File: src/rtl/bconv_pkg.sv
// Shared state codes and sequence rules for the binary-convolution datapath.
// BCONV_BIPOLAR_EN selects a signed 2*pop-DATA_W result instead of a raw popcount.
package bconv_pkg;

  typedef enum logic [2:0] {
    ST_WAIT     = 3'b000,
    ST_READMEM  = 3'b001,
    ST_XNORS    = 3'b011,
    ST_COUNT1S  = 3'b010,
    ST_OUTPUTS  = 3'b110,
    ST_WRITEMEM = 3'b111,
    ST_DONE     = 3'b101,
    ST_SYSRESET = 3'b100
  } cstate_e;

`ifdef BCONV_BIPOLAR_EN
  localparam int BIPOLAR = 1;
`else
  localparam int BIPOLAR = 0;
`endif

  function automatic logic [2:0] succ(input logic [2:0] s);
    logic [2:0] n;
    case (s)
      ST_WAIT:     n = ST_READMEM;
      ST_READMEM:  n = ST_XNORS;
      ST_XNORS:    n = ST_COUNT1S;
      ST_COUNT1S:  n = ST_OUTPUTS;
      ST_OUTPUTS:  n = ST_WRITEMEM;
      ST_WRITEMEM: n = ST_DONE;
      default:     n = ST_WAIT;
    endcase
    return n;
  endfunction

  function automatic logic legal(input logic [2:0] p,
                                 input logic [2:0] c);
    return (c == succ(p)) || (c == ST_SYSRESET) ||
           ((p == ST_WAIT) && (c == ST_WAIT));
  endfunction

endpackage

File: src/rtl/bconv_datapath_popcount.sv
// Combinational population count of a DATA_W-bit word.
// Summation is left to synthesis to balance into an adder tree.
module bconv_popcount #(
  parameter int DATA_W = 16,
  parameter int CNT_W  = 5
) (
  input  logic [DATA_W-1:0] data_i,
  output logic [CNT_W-1:0]  cnt_o
);

  always_comb begin
    cnt_o = '0;
    for (int i = 0; i < DATA_W; i++)
      cnt_o = cnt_o + CNT_W'(data_i[i]);
  end

endmodule

File: src/rtl/bconv_datapath.sv
// Responder datapath for the binary-convolution controller: read, XNOR, popcount, write.
// BCONV_BIPOLAR_EN widens the count field to a signed CNT_W+1 bit value.
module bconv_datapath
  import bconv_pkg::*;
#(
  parameter int DATA_W  = 16,
  parameter int ADDR_W  = 8,
  parameter int NUM_WIN = 16,
  parameter int WR_BASE = 128,
  parameter int CNT_W   = $clog2(DATA_W + 1),
  localparam int RES_W  = CNT_W + BIPOLAR
) (
  input  logic              clk,
  input  logic              reset,
  input  logic [2:0]        cState,
  input  logic [DATA_W-1:0] weights,
  input  logic [CNT_W-1:0]  threshold,
  output logic [ADDR_W-1:0] mem_addr,
  output logic              mem_re,
  input  logic [DATA_W-1:0] mem_rdata,
  output logic              mem_we,
  output logic [DATA_W-1:0] mem_wdata,
  output logic              result_bit,
  output logic [RES_W-1:0]  result_cnt,
  output logic              done,
  output logic              last_win,
  output logic              seq_err
);

  localparam int PAD = DATA_W - 1 - RES_W;

  logic [ADDR_W-1:0] idx_q, idx_d;
  logic [2:0]        prev_q;
  logic [DATA_W-1:0] xnor_q, xnor_d;
  logic [CNT_W-1:0]  pop_q, pop_d, pop_sum;
  logic [RES_W-1:0]  cnt_q, cnt_d, res_val;
  logic              bit_q, bit_d;
  logic              err_q, err_d;
  logic              s_rd, s_xn, s_c1, s_out;
  logic              s_wr, s_dn, s_sr;
  logic              is_last;

  always_comb begin
    s_rd  = 1'b0;
    s_xn  = 1'b0;
    s_c1  = 1'b0;
    s_out = 1'b0;
    s_wr  = 1'b0;
    s_dn  = 1'b0;
    s_sr  = 1'b0;
    case (cState)
      ST_READMEM:  s_rd  = 1'b1;
      ST_XNORS:    s_xn  = 1'b1;
      ST_COUNT1S:  s_c1  = 1'b1;
      ST_OUTPUTS:  s_out = 1'b1;
      ST_WRITEMEM: s_wr  = 1'b1;
      ST_DONE:     s_dn  = 1'b1;
      ST_SYSRESET: s_sr  = 1'b1;
      default:     ;
    endcase
  end

  bconv_popcount #(
    .DATA_W(DATA_W),
    .CNT_W (CNT_W)
  ) u_pop (
    .data_i(xnor_q),
    .cnt_o (pop_sum)
  );

`ifdef BCONV_BIPOLAR_EN
  assign res_val = {pop_q, 1'b0} - RES_W'(DATA_W);
`else
  assign res_val = pop_q;
`endif

  assign is_last = (idx_q == ADDR_W'(NUM_WIN - 1));

  always_comb begin
    idx_d  = idx_q;
    xnor_d = xnor_q;
    pop_d  = pop_q;
    cnt_d  = cnt_q;
    bit_d  = bit_q;
    err_d  = err_q;
    if (!legal(prev_q, cState)) err_d = 1'b1;
    if (s_xn) xnor_d = ~(mem_rdata ^ weights);
    if (s_c1) pop_d = pop_sum;
    if (s_out) begin
      cnt_d = res_val;
      bit_d = (pop_q >= threshold);
    end
    if (s_dn) idx_d = is_last ? '0 : idx_q + ADDR_W'(1);
    // Sync clear wins over a violation seen in the same cycle
    if (s_sr) begin
      idx_d = '0;
      err_d = 1'b0;
    end
  end

  always_ff @(posedge clk or posedge reset) begin
    if (reset) begin
      idx_q  <= '0;
      prev_q <= ST_SYSRESET;
      xnor_q <= '0;
      pop_q  <= '0;
      cnt_q  <= '0;
      bit_q  <= 1'b0;
      err_q  <= 1'b0;
    end else begin
      idx_q  <= idx_d;
      prev_q <= cState;
      xnor_q <= xnor_d;
      pop_q  <= pop_d;
      cnt_q  <= cnt_d;
      bit_q  <= bit_d;
      err_q  <= err_d;
    end
  end

  assign mem_re   = s_rd & ~reset;
  assign mem_we   = s_wr & ~reset;
  assign done     = s_dn & ~reset;
  assign last_win = done & is_last;

  always_comb begin
    mem_addr = '0;
    if (mem_re)
      mem_addr = idx_q;
    else if (mem_we)
      mem_addr = idx_q + ADDR_W'(WR_BASE);
  end

  assign mem_wdata  = mem_we ? {bit_q, {PAD{1'b0}}, cnt_q} : '0;
  assign result_bit = bit_q;
  assign result_cnt = cnt_q;
  assign seq_err    = err_q;

endmodule

File: config.mk
export PLATFORM = sky130hd
export DESIGN_NAME = bconv_datapath
export DESIGN_NICKNAME = d
export VERILOG_FILES = /design/src/rtl/bconv_pkg.sv /design/src/rtl/bconv_datapath_popcount.sv /design/src/rtl/bconv_datapath.sv
export SDC_FILE = /design/constraint.sdc
export NUM_CORES = 1
export LEC_CHECK = 0
export CAP_MARGIN = 20
export CORE_MARGIN = 2
export CORE_UTILIZATION = 40
export CTS_CLUSTER_DIAMETER = 200
export DETAILED_ROUTE_END_ITERATION = 10
export DONT_BUFFER_PORTS = 1
export MAX_ROUTING_LAYER = met4
export SYNTH_ARGS = -nofsm -noshare
export SYNTH_HDL_FRONTEND = slang
export SYNTH_SLANG_ARGS = --single-unit
File: constraint.sdc
create_clock -name clk -period 5.2 [get_ports clk]
set_input_delay 0 -clock clk [delete_from_list [all_inputs] [get_ports clk]]
set_output_delay 0 -clock clk [all_outputs]
set_load 0.02 [all_outputs]
==> summary.md, run 1 <==
| Metric | Value |
|---|---|
| Via density per instance | 4.92 |
| Via count | 1806 |
| Area delta synth->final | 18.8% |
| CTS tree | yes |
| Power share of the clock group | 16.7% |
| Top-area cell type share of the netlist area | 38.4% |
| Worst clock skew | 0.00587 ns |
| FF+latch count, synth | 39 |
| Diode count | 0 |
| Crit path launch type | flop |
| Sum Neg Setup Slack | 0 ns |
| Die ar. | 6830 um2 |
| Initial antenna violation count | 0 |
| Worst-Skew Late Latency | 0.29 ns |
| Post-CTS Setup Inserts | 0 |
| WL met2 | 2370 um |
| CP Max Fanout | 2 |
| Fmax | 259 MHz |
| Placed insts | 323 |
| RSZ-0062 raised after global routing | no |
| GR Overflow Total | 0 |
| Cell Chain, Critical Path | ha_1 > inv_1 > fa_1 > fa_1 > fa_1 > fa_1 > fa_1 > inv_1 > fa_1 > mux2_2 |
| Switching share of total power | 37.7% |
| Share of layout cells above drive strength 1 | 5.82% |
| Relative slew slack | 32.6% |
| Worst EP required | 5.38 ns |
| Post-Synthesis Cells | 257 |
| CP top delay family | adder cells |
| Placement Rows | 28 |
| Worst-margin pin slew | 0.997 ns |
| Final ANT Viol Nets | 0 |
| Post-route DRC | 0 |
| Met3 wire len | 258 um |
| Min cycle time layout | 3.87 ns |
| GPL Wtd Cong | 0.709 |
| Worst Path Arrival | 4.04 ns |
| Seq. cell area | 977 um2 |
| Seq/Total Area, Yosys | 39.5% |
| Pre-antenna DRT Iters | 4 |
| Cell Int Power | 0.730 mW |
| Post-Synth Simple-Gate Area | 15.0% |
| CTS root buffer | clkbuf_8 |
| Mux share of post-synthesis cell area | 3.54% |
| Status | complete, no violations |
| Max-cap violations | 0 |
| Final Hold Fails | 0 |
| Main combinational cell family by area after synthesis | simple AND/OR/NAND/NOR gates |
| WL met1 | 2090 um |
| Area occupied by multi-input gates | 1300 um2 |
| CP max stage cell | fa_1 |
| Post-route clock period utilization | 74.3% |
| Commonest non-fill, non-tap cells in the layout | dfrtp_1, dlygate4sd3_1, inv_1, nand2_1, o21ai_0 |
| Post-route design area | 2940 um2 |
| GRT Total Usage | 15.8% |
| Final-layout fill cell count | 584 |
| Top post-synthesis cells by area | dfrtp_1, fa_1, xor2_1 |
| Most used cell along the critical path | fa_1 |
| CTS Buf Count | 5 |
| DR WL/cell | 13.1 um |
| # hold bufs at CTS | 36 |
| Uppermost routed layer | met4 |
| Core region area | 5960 um2 |
| Worst hold-check path type | in2reg |
| Final setup fails | 0 |
| Max Slew Vio Count | 0 |
| Clock transition at the registers of the reported paths | 0.07 ns |
| Clk buf depth | 2 |
| CP Capture Type | flop |
| Leak | 1.40 nW |
| Commonest non-fill, non-tap cell in the layout | dfrtp_1 |
| Power share of the combinational group | 46.5% |
| Pwr Total | 1.17 mW |
| Power per cell area | 399 nW/um2 |
| Starting DRT DRC Count | 79 |
| Crit-path max cell delay | 0.54 ns |
| Synth Area in XOR/XNOR | 6.73% |
| Largest area contributor in the netlist | dfrtp_1 |
| Synth unique cells | 42 |
| Die Wd | 82.6 um |
| Synth Area in Adders | 13.7% |
| Part of the power in registers | 36.8% |
| Yosys warns | 0 |
| Routed WL | 4790 um |
| Mean Syn Cell Area | 9.62 um2 |
| Port Buffers | 0 |
| Post-synthesis compound-gate area fraction | 12.2% |
| Dpl cell area | 2500 um2 |
| Nets | 354 |
| Net switching power | 0.441 mW |
| H-tree depth | 2 |
| First-pass GRT wire length | 7880 um |
| Cell Area, Synth | 2470 um2 |
| Peak supply drop | 0.258 mV |
| CTS Sinks | 39 |
| Largest net degree at the start of global routing | 40 |
| Crit path kind | reg2reg |
| Post_cts resized | 0 |
| Vias in the first global route | 1760 |
| Boundary pin count | 77 |
| Non-Filler Instances | 367 |
| Bufs and invs on worst path | 2 |
| Fin util | 49.3% |
| Die height | 82.6 um |
| Post-detail-place hpwl | 3270 um |
| Starting Density | 41.5% |
-- sequential cells by signal, summed over array words and instances, names as in the netlist --
name	cells
prev_q	3
pop_q	5
xnor_q	16
seq_err	1
result_bit	1
result_cnt	5
idx_q	8
-- logic make-up after synthesis --
| logic type | count (synthesis) |
|---|---|
| other cells | 1 |
| mux | 8 |
| compound gates | 47 |
| simple gates | 72 |
| flops | 39 |
| fa+ha+maj | 21 |
| buf+inv | 50 |
| xor+xnor | 19 |
-- worst register-to-register path, delay by kind of cell, from the launching register on --
kind	cells	cell delay [ns]
fa+ha+maj	7	2.98
flops	1	0.39
mux	1	0.26
buf+inv	2	0.15
-- cell type report --
| cell class | count | share of cell area (%) |
|---|---|---|
| clock buffers | 8 | 2.73 |
| inverters | 31 | 3.96 |
| multi-input cells | 177 | 44.3 |
| flip-flops and latches | 39 | 33.3 |
| well taps | 75 | 3.19 |
| repair buffers | 37 | 12.5 |
-- per-layer routing --
layer | up-vias | GRT usage [%]
met1 | 850 | 18.4
met4 | 0 | 5.90
met3 | 4 | 3.26
met2 | 59 | 27.0
li1 | 893 | -
met5 | - | -
-- synthesized netlist by cell type, drive strengths merged --
cell	number
a41oi	1
nor4	1
o311a	1
a211o	1
and2	6
a21oi	3
conb	1
o311ai	1
mux2i	2
fa	10
nor2b	7
o31ai	3
and2b	1
o21a	3
inv	31
ha	11
nor4b	2
nand2b	4
dfrtp	38
a22o	3
or3	1
a21o	3
or4b	1
nor3	3
a31oi	1
o211ai	1
and3	4
nand3b	1
o21ai	25
xor2	16
clkbuf	7
dfstp	1
nand2	28
mux2	6
nor2	6
xnor2	3
nand3	6
or2	1
buf	12
a2111o	1
-- metrics by stage --
step	setup slack [ns]	hold WS, ns
2_1_floorplan	1.43	0.00448
3_3_place_gp	1.38	0.00522
3_5_place_dp	1.32	0.00520
4_1_cts	1.31	0.00642
5_1_grt	1.19	0.0338
6_report	1.33	0.0303
-- path summary, 6_finish.rpt --
check                      startpoint        end  slack, ns  depth (start not counted)
min in group asynchronous       reset   idx_q[1]       0.28                          3
min                         cState[2]    seq_err       0.03                          4
max                         xnor_q[0]   pop_q[1]       1.33                         10
max reg2reg                 xnor_q[0]   pop_q[1]       1.33                         10
min reg2reg                 xnor_q[9]  xnor_q[9]       0.48                          2
max in group asynchronous       reset  prev_q[2]       4.56                          3
-- power by group through the flow --
stage	clock network (mW)	registers, mW	logic (mW)
6_report	0.195	0.431	0.545
3_5_place_dp	0	0.439	0.529
3_3_place_gp	0	0.436	0.503
4_1_cts	0.205	0.432	0.562
5_1_grt	0.222	0.443	0.666
2_1_floorplan	0	0.424	0.447
No activity file was read; power rests on OpenSTA's default activity.
==> run 2: changes to the inputs <==
==> constraint.sdc (replaced) <==
create_clock -name clk -period 3.7 [get_ports clk]
set_input_delay 0 -clock clk [delete_from_list [all_inputs] [get_ports clk]]
set_output_delay 0 -clock clk [all_outputs]
set_load 0.02 [all_outputs]
==> run 2 against run 1 <==
  * The flow now finishes with violations (setup timing)
  * Non-clock buffer count up 3
  * Largest cell class unchanged
  * Worst hold slack worse by 0.0028 ns
  * Clock skew about the same
  * Via count down 0.50%
==> summary.md, run 2 (synthesized netlist as in run 1, its figures left out) <==
| Metric | Value |
|---|---|
| Largest net degree at the start of global routing | 40 (unchanged) |
| Clock transition at the registers of the reported paths | 0.07 ns (about the same) |
| Boundary pin count | 77 (unchanged) |
| Worst Path Arrival | 3.92 ns (-0.12 ns) |
| Crit path launch type | flop |
| Max-cap violations | 0 (unchanged) |
| Max Slew Vio Count | 0 (unchanged) |
| Routed WL | 4780 um (-0.29%) |
| Commonest non-fill, non-tap cell in the layout | dfrtp_1 |
| Post-route DRC | 0 (unchanged) |
| Starting Density | 41.5% (unchanged) |
| Placement Rows | 28 (unchanged) |
| Core region area | 5960 um2 (unchanged) |
| Die Wd | 82.6 um (unchanged) |
| Vias in the first global route | 1659 (-5.7%) |
| CP Capture Type | flop |
| Status | finished with violations |
| Crit-path max cell delay | 0.51 ns (-0.03 ns) |
| Top reg by flops | xnor_q |
| Fin util | 49.8% (+0.50 points) |
| Post-route design area | 2970 um2 (+1.0%) |
| Worst-Skew Late Latency | 0.29 ns (about the same) |
| GRT Total Usage | 15.1% (-0.72 points) |
| Min cycle time layout | 3.74 ns (-0.126 ns) |
| CTS tree | yes |
| Die ar. | 6830 um2 (unchanged) |
| Power per cell area | 571 nW/um2 (+43%) |
| CTS Sinks | 39 (unchanged) |
| First-pass GRT wire length | 7560 um (-4.0%) |
| Relative slew slack | 33.6% (+1.1 points) |
| Clk buf depth | 2 (unchanged) |
| Worst hold-check path type | in2reg |
| DR WL/cell | 12.9 um (-1.1%) |
| Hold WS | 0.0274 ns (-0.00284 ns) |
| GPL Wtd Cong | 0.719 (+1.3%) |
| RSZ-0062 raised after global routing | yes |
| Net switching power | 0.631 mW (+43%) |
| Nets | 357 (+0.85%) |
| Area delta synth->final | 20.0% |
| Cell Chain, Critical Path | ha_1 > inv_1 > fa_1 > fa_1 > fa_1 > fa_1 > fa_2 > inv_2 > fa_1 > mux2_2 |
| Crit path kind | reg2reg |
| Leak | 1.42 nW (+1.0%) |
| Final ANT Viol Nets | 0 (unchanged) |
| Max reg flops | 16 (unchanged) |
| Power share of the combinational group | 47.8% (+1.3 points) |
| Die height | 82.6 um (unchanged) |
| Critical path depth in cells | 10 (unchanged) |
| Power share of the clock group | 16.5% (-0.2 points) |
| Worst clock skew | 0.00606 ns (+0.000196 ns) |
| CTS root buffer | clkbuf_8 |
| Bufs and invs on worst path | 2 (unchanged) |
| Failing checks | setup timing |
| Final worst slack | -0.0400 ns (-1.37 ns) |
| Share of layout cells above drive strength 1 | 7.80% (+2.0 points) |
| Final Hold Fails | 0 (unchanged) |
| CP Max Fanout | 2 (unchanged) |
| Dpl cell area | 2510 um2 (+0.40%) |
| R2R cell count | 10 (unchanged) |
| Most used cell along the critical path | fa_1 |
| Via count | 1797 (-0.50%) |
| Worst-margin pin slew | 0.982 ns (-0.0155 ns) |
| Post-route clock period utilization | 101% (+27 points) |
| CP top delay family | adder cells |
| Worst hold path depth | 3 (-1) |
| Via density per instance | 4.86 (-1.3%) |
| Peak supply drop | 0.334 mV (+30%) |
| GR Overflow Total | 0 (unchanged) |
| Diode count | 0 (unchanged) |
| H-tree depth | 2 (unchanged) |
| Final setup fails | 2 (+2) |
| Cell Int Power | 1.06 mW (+46%) |
| Biggest registers after layout | xnor_q: 16 flops, idx_q: 8 flops |
| Part of the power in registers | 35.7% (-1.1 points) |
| Port Buffers | 0 (unchanged) |
| Commonest non-fill, non-tap cells in the layout | dfrtp_1, dlygate4sd3_1, inv_1, nand2_1, o21ai_0 |
| Worst EP required | 3.88 ns (-1.50 ns) |
| Fmax | 267 MHz (+3.4%) |
| Starting DRT DRC Count | 48 (-39%) |
| Post-detail-place hpwl | 3170 um (-3.2%) |
| Switching share of total power | 37.2% (-0.44 points) |
| Initial antenna violation count | 0 (unchanged) |
| Pre-antenna DRT Iters | 4 (unchanged) |
| Pwr Total | 1.69 mW (+45%) |
| CTS Buf Count | 5 (unchanged) |
| CP max stage cell | fa_1 |
-- run 2: changes by cell type in the layout (fill, tap and decap cells not counted), sizes merged --
cell and delta:
buf +3
-- run 2: timing repair --
item                                   in CTS  in global routing
hold buffers                               36                  0
pin swaps                                   3                  0
setup endpoints to repair                   4                  4
buffers inserted                            0                  2
resized for setup                           1                  1
gates cloned                                0                  0
endpoints found under the hold margin      63                  0
-- run 2: layout make-up --
type,instances,area (um2)
Clock buffer,8,80.1
Fill cell,595,2990
Inverter,31,116
Multi-Input combinational cell,177,1310
Sequential cell,39,977
Tap cell,75,93.8
Timing Repair Buffer,40,390
-- run 2: per-layer routing --
layer | global-route usage (%) | up-vias | routed length (um)
li1 | - | 902 | -
met1 | 18.3 | 833 | 2190
met2 | 24.6 | 57 | 2270
met3 | 4.57 | 5 | 267
met4 | 4.10 | 0 | 47
met5 | - | - | 0
-- run 2: tightest hold or removal path, stage by stage --
cell	delay, ns
o311a_1	0.12
o21ai_0	0.08
a31oi_1	0.08
-- run 2: power by group through the flow --
stage	Clock (mW)	Sequential [mW]	Combinational (mW)
finish	0.280	0.605	0.810
global route	0.316	0.623	0.948
CTS	0.292	0.607	0.820
detailed placement	0	0.616	0.772
global placement	0	0.612	0.748
floorplan	0	0.595	0.630
-- run 2: worst paths after layout --
kind	from	end	slack (ns)
worst min-delay path	cState[0]	idx_q[7]	0.03
min in group asynchronous	reset	idx_q[1]	0.26
max in group asynchronous	reset	prev_q[2]	3.07
worst max register to register	xnor_q[0]	pop_q[1]	-0.04
worst min register to register	xnor_q[9]	xnor_q[9]	0.48
worst max-delay path	xnor_q[0]	pop_q[1]	-0.04
-- run 2: metrics by stage --
step | std cells | setup slack (ns) | TNS (ns)
4_1_cts | 368 | -0.0514 | -0.0585
6_report | 370 | -0.0400 | -0.0433
3_5_place_dp | 324 | -0.0606 | -0.148
3_3_place_gp | 324 | -0.0283 | -0.0283
5_1_grt | 370 | -0.141 | -0.534
2_1_floorplan | 266 | 0.0319 | 0
==> run 3: changes to the inputs <==
==> constraint.sdc (replaced) <==
create_clock -name clk -period 4.8 [get_ports clk]
set_input_delay 0 -clock clk [delete_from_list [all_inputs] [get_ports clk]]
set_output_delay 0 -clock clk [all_outputs]
set_load 0.02 [all_outputs]
==> run 3 against run 2 <==
  * The flow now finishes without violations
  * Fmax decreased by 3.7%
  * Via count shrank 0.67%
  * Power is 20% lower
  * Wire length fell by 0.44%
  * Global-route usage rose by 0.56 points
  * Cell count shrank 0.81%
  * Critical path depth stayed put
  * Core utilization increased by 0.13 points
  * Worst hold slack got worse by 0.0062 ns
  * Sequential cell count unchanged
  * Largest power group unchanged
==> summary.md, run 3 (synthesized netlist as in run 1, its figures left out) <==
| Metric | Value |
|---|---|
| Status | complete, no violations |
| R2r setup slk | 0.92 ns (+0.96 ns) |
| GRT Total Usage | 15.7% (+0.56 points) |
| RSZ-0062 raised after global routing | no |
| Clock transition at the registers of the reported paths | 0.08 ns (about the same) |
| Die height | 82.6 um (unchanged) |
| R2R cell count | 10 (unchanged) |
| Worst-Skew Late Latency | 0.29 ns (about the same) |
| CTS Buf Count | 5 (unchanged) |
| Post-route DRC | 0 (unchanged) |
| Worst clock skew | 0.00804 ns (+0.00197 ns) |
| Nets | 354 (-0.84%) |
| Share of layout cells above drive strength 1 | 6.85% (-0.95 points) |
| Starting Density | 41.5% (unchanged) |
| H-tree depth | 2 (unchanged) |
| First-pass GRT wire length | 7850 um (+3.7%) |
| Peak supply drop | 0.256 mV (-23%) |
| Post-route clock period utilization | 80.9% (-20 points) |
| Critical hold path startpoint | cState[0] |
| Biggest registers after layout | xnor_q: 16 flops, idx_q: 8 flops |
| Crit. Startpoint | xnor_q[0] |
| Dpl cell area | 2500 um2 (-0.40%) |
| Fmax | 258 MHz (-3.7%) |
| CTS root buffer | clkbuf_8 |
| Worst hold-check path type | in2reg |
| Fin util | 50.0% (+0.13 points) |
| Die ar. | 6830 um2 (unchanged) |
| Min cycle time layout | 3.88 ns (+0.142 ns) |
| CTS tree | yes |
| Starting DRT DRC Count | 56 (+17%) |
| Diode count | 0 (unchanged) |
| Worst R2R End | pop_q[1] |
| Max Slew Vio Count | 0 (unchanged) |
| Post-route design area | 2980 um2 (+0.25%) |
| Sum Neg Setup Slack | 0 ns (+0.0433 ns) |
| Crit path kind | reg2reg |
| GPL Wtd Cong | 0.710 (-1.2%) |
| Post_cts resized | 0 (-1) |
| Final setup fails | 0 (-2) |
| Commonest non-fill, non-tap cell in the layout | dfrtp_1 |
| Worst reg2reg startpoint | xnor_q[0] |
| Leak | 1.43 nW (+0.49%) |
| Relative slew slack | 32.2% (-1.4 points) |
| Worst EP required | 4.98 ns (+1.10 ns) |
| CP Max Fanout | 2 (unchanged) |
| Crit path launch type | flop |
| Via count | 1785 (-0.67%) |
| Post-detail-place hpwl | 3270 um (+3.1%) |
| Die Wd | 82.6 um (unchanged) |
| CP Capture Type | flop |
| Clk buf depth | 2 (unchanged) |
| Core region area | 5960 um2 (unchanged) |
| GR Overflow Total | 0 (unchanged) |
| Initial antenna violation count | 0 (unchanged) |
| Boundary pin count | 77 (unchanged) |
| Worst Path Arrival | 4.06 ns (+0.14 ns) |
| Hold WS | 0.0212 ns (-0.00618 ns) |
| Routed WL | 4760 um (-0.44%) |
| Worst-margin pin slew | 1.00 ns (+0.0211 ns) |
| Commonest non-fill, non-tap cells in the layout | dfrtp_1, dlygate4sd3_1, inv_1, nand2_1, o21ai_0 |
| Final ANT Viol Nets | 0 (unchanged) |
| DR WL/cell | 13.0 um (+0.37%) |
| Pre-antenna DRT Iters | 4 (unchanged) |
| Port Buffers | 0 (unchanged) |
| Final Hold Fails | 0 (unchanged) |
| CTS Sinks | 39 (unchanged) |
| Post-CTS Setup Inserts | 0 (unchanged) |
| Area delta synth->final | 20.3% |
| Vias in the first global route | 1736 (+4.6%) |
| Max-cap violations | 0 (unchanged) |
| Placement Rows | 28 (unchanged) |
| Via density per instance | 4.86 (+0.14%) |
| Pwr Total | 1.35 mW (-20%) |
| Max reg flops | 16 (unchanged) |
| CP endpoint | pop_q[1] |
| Power per cell area | 453 nW/um2 (-21%) |
| Largest net degree at the start of global routing | 40 (unchanged) |
| Top reg by flops | xnor_q |
[run 3: cell count changes in the layout (fill, tap and decap cells not counted), sizes merged]
cell    before  now
buf          4    1
bufinv       0    1
clkbuf       8    6
clkinv       0    1
[run 3: power breakdown]
| group | total, mW | internal, mW | switching, mW |
|---|---|---|---|
| Clock | 0.285 | 0.168 | 0.117 |
| Sequential | 0.466 | 0.395 | 0.0708 |
| Combinational | 0.598 | 0.296 | 0.301 |
[run 3: worst min-delay path by stage]
stage                      endpoint  cells after the start
after floorplan           prev_q[2]                      0
after detailed placement  prev_q[2]                      0
after global routing       idx_q[7]                      3
after global placement    prev_q[2]                      0
after CTS                  idx_q[7]                      3
final                      idx_q[7]                      3
[run 3: stage by stage]
stage | setup WS (ns) | instances
floorplan | 1.03 | 266
global placement | 0.979 | 323
detailed placement | 0.911 | 323
CTS | 0.897 | 367
global route | 0.782 | 367
finish | 0.918 | 367
[run 3: layer usage]
| metal | track usage (%) | vias up | part of all wire, % |
|---|---|---|---|
| met2 | 26.9 | 66 | 49 |
| met5 | - | - | 0 |
| met4 | 3.93 | 0 | 0.48 |
| li1 | - | 894 | - |
| met1 | 18.2 | 823 | 44 |
| met3 | 4.35 | 2 | 5.6 |
[run 3: timing repair]
action	CTS	global route
endpoints found under the setup margin	0	0
endpoints found under the hold margin	63	0
hold buffers	36	0
[run 3: critical path, cell delays in order (launching register included)]
cell,delay (ns)
dfrtp_1,0.39
ha_1,0.29
inv_1,0.07
fa_1,0.43
fa_1,0.50
fa_1,0.54
fa_1,0.43
fa_1,0.39
inv_1,0.08
fa_1,0.40
mux2_2,0.26
[run 3: layout make-up]
| class | count | area, um2 |
|---|---|---|
| fillers | 555 | 2980 |
| flip-flops and latches | 39 | 977 |
| repair buffers | 37 | 368 |
| well taps | 75 | 93.8 |
| clock buffers | 6 | 82.6 |
| inverters | 31 | 116 |
| multi-input cells | 177 | 1300 |
| clock inverters | 2 | 35.0 |
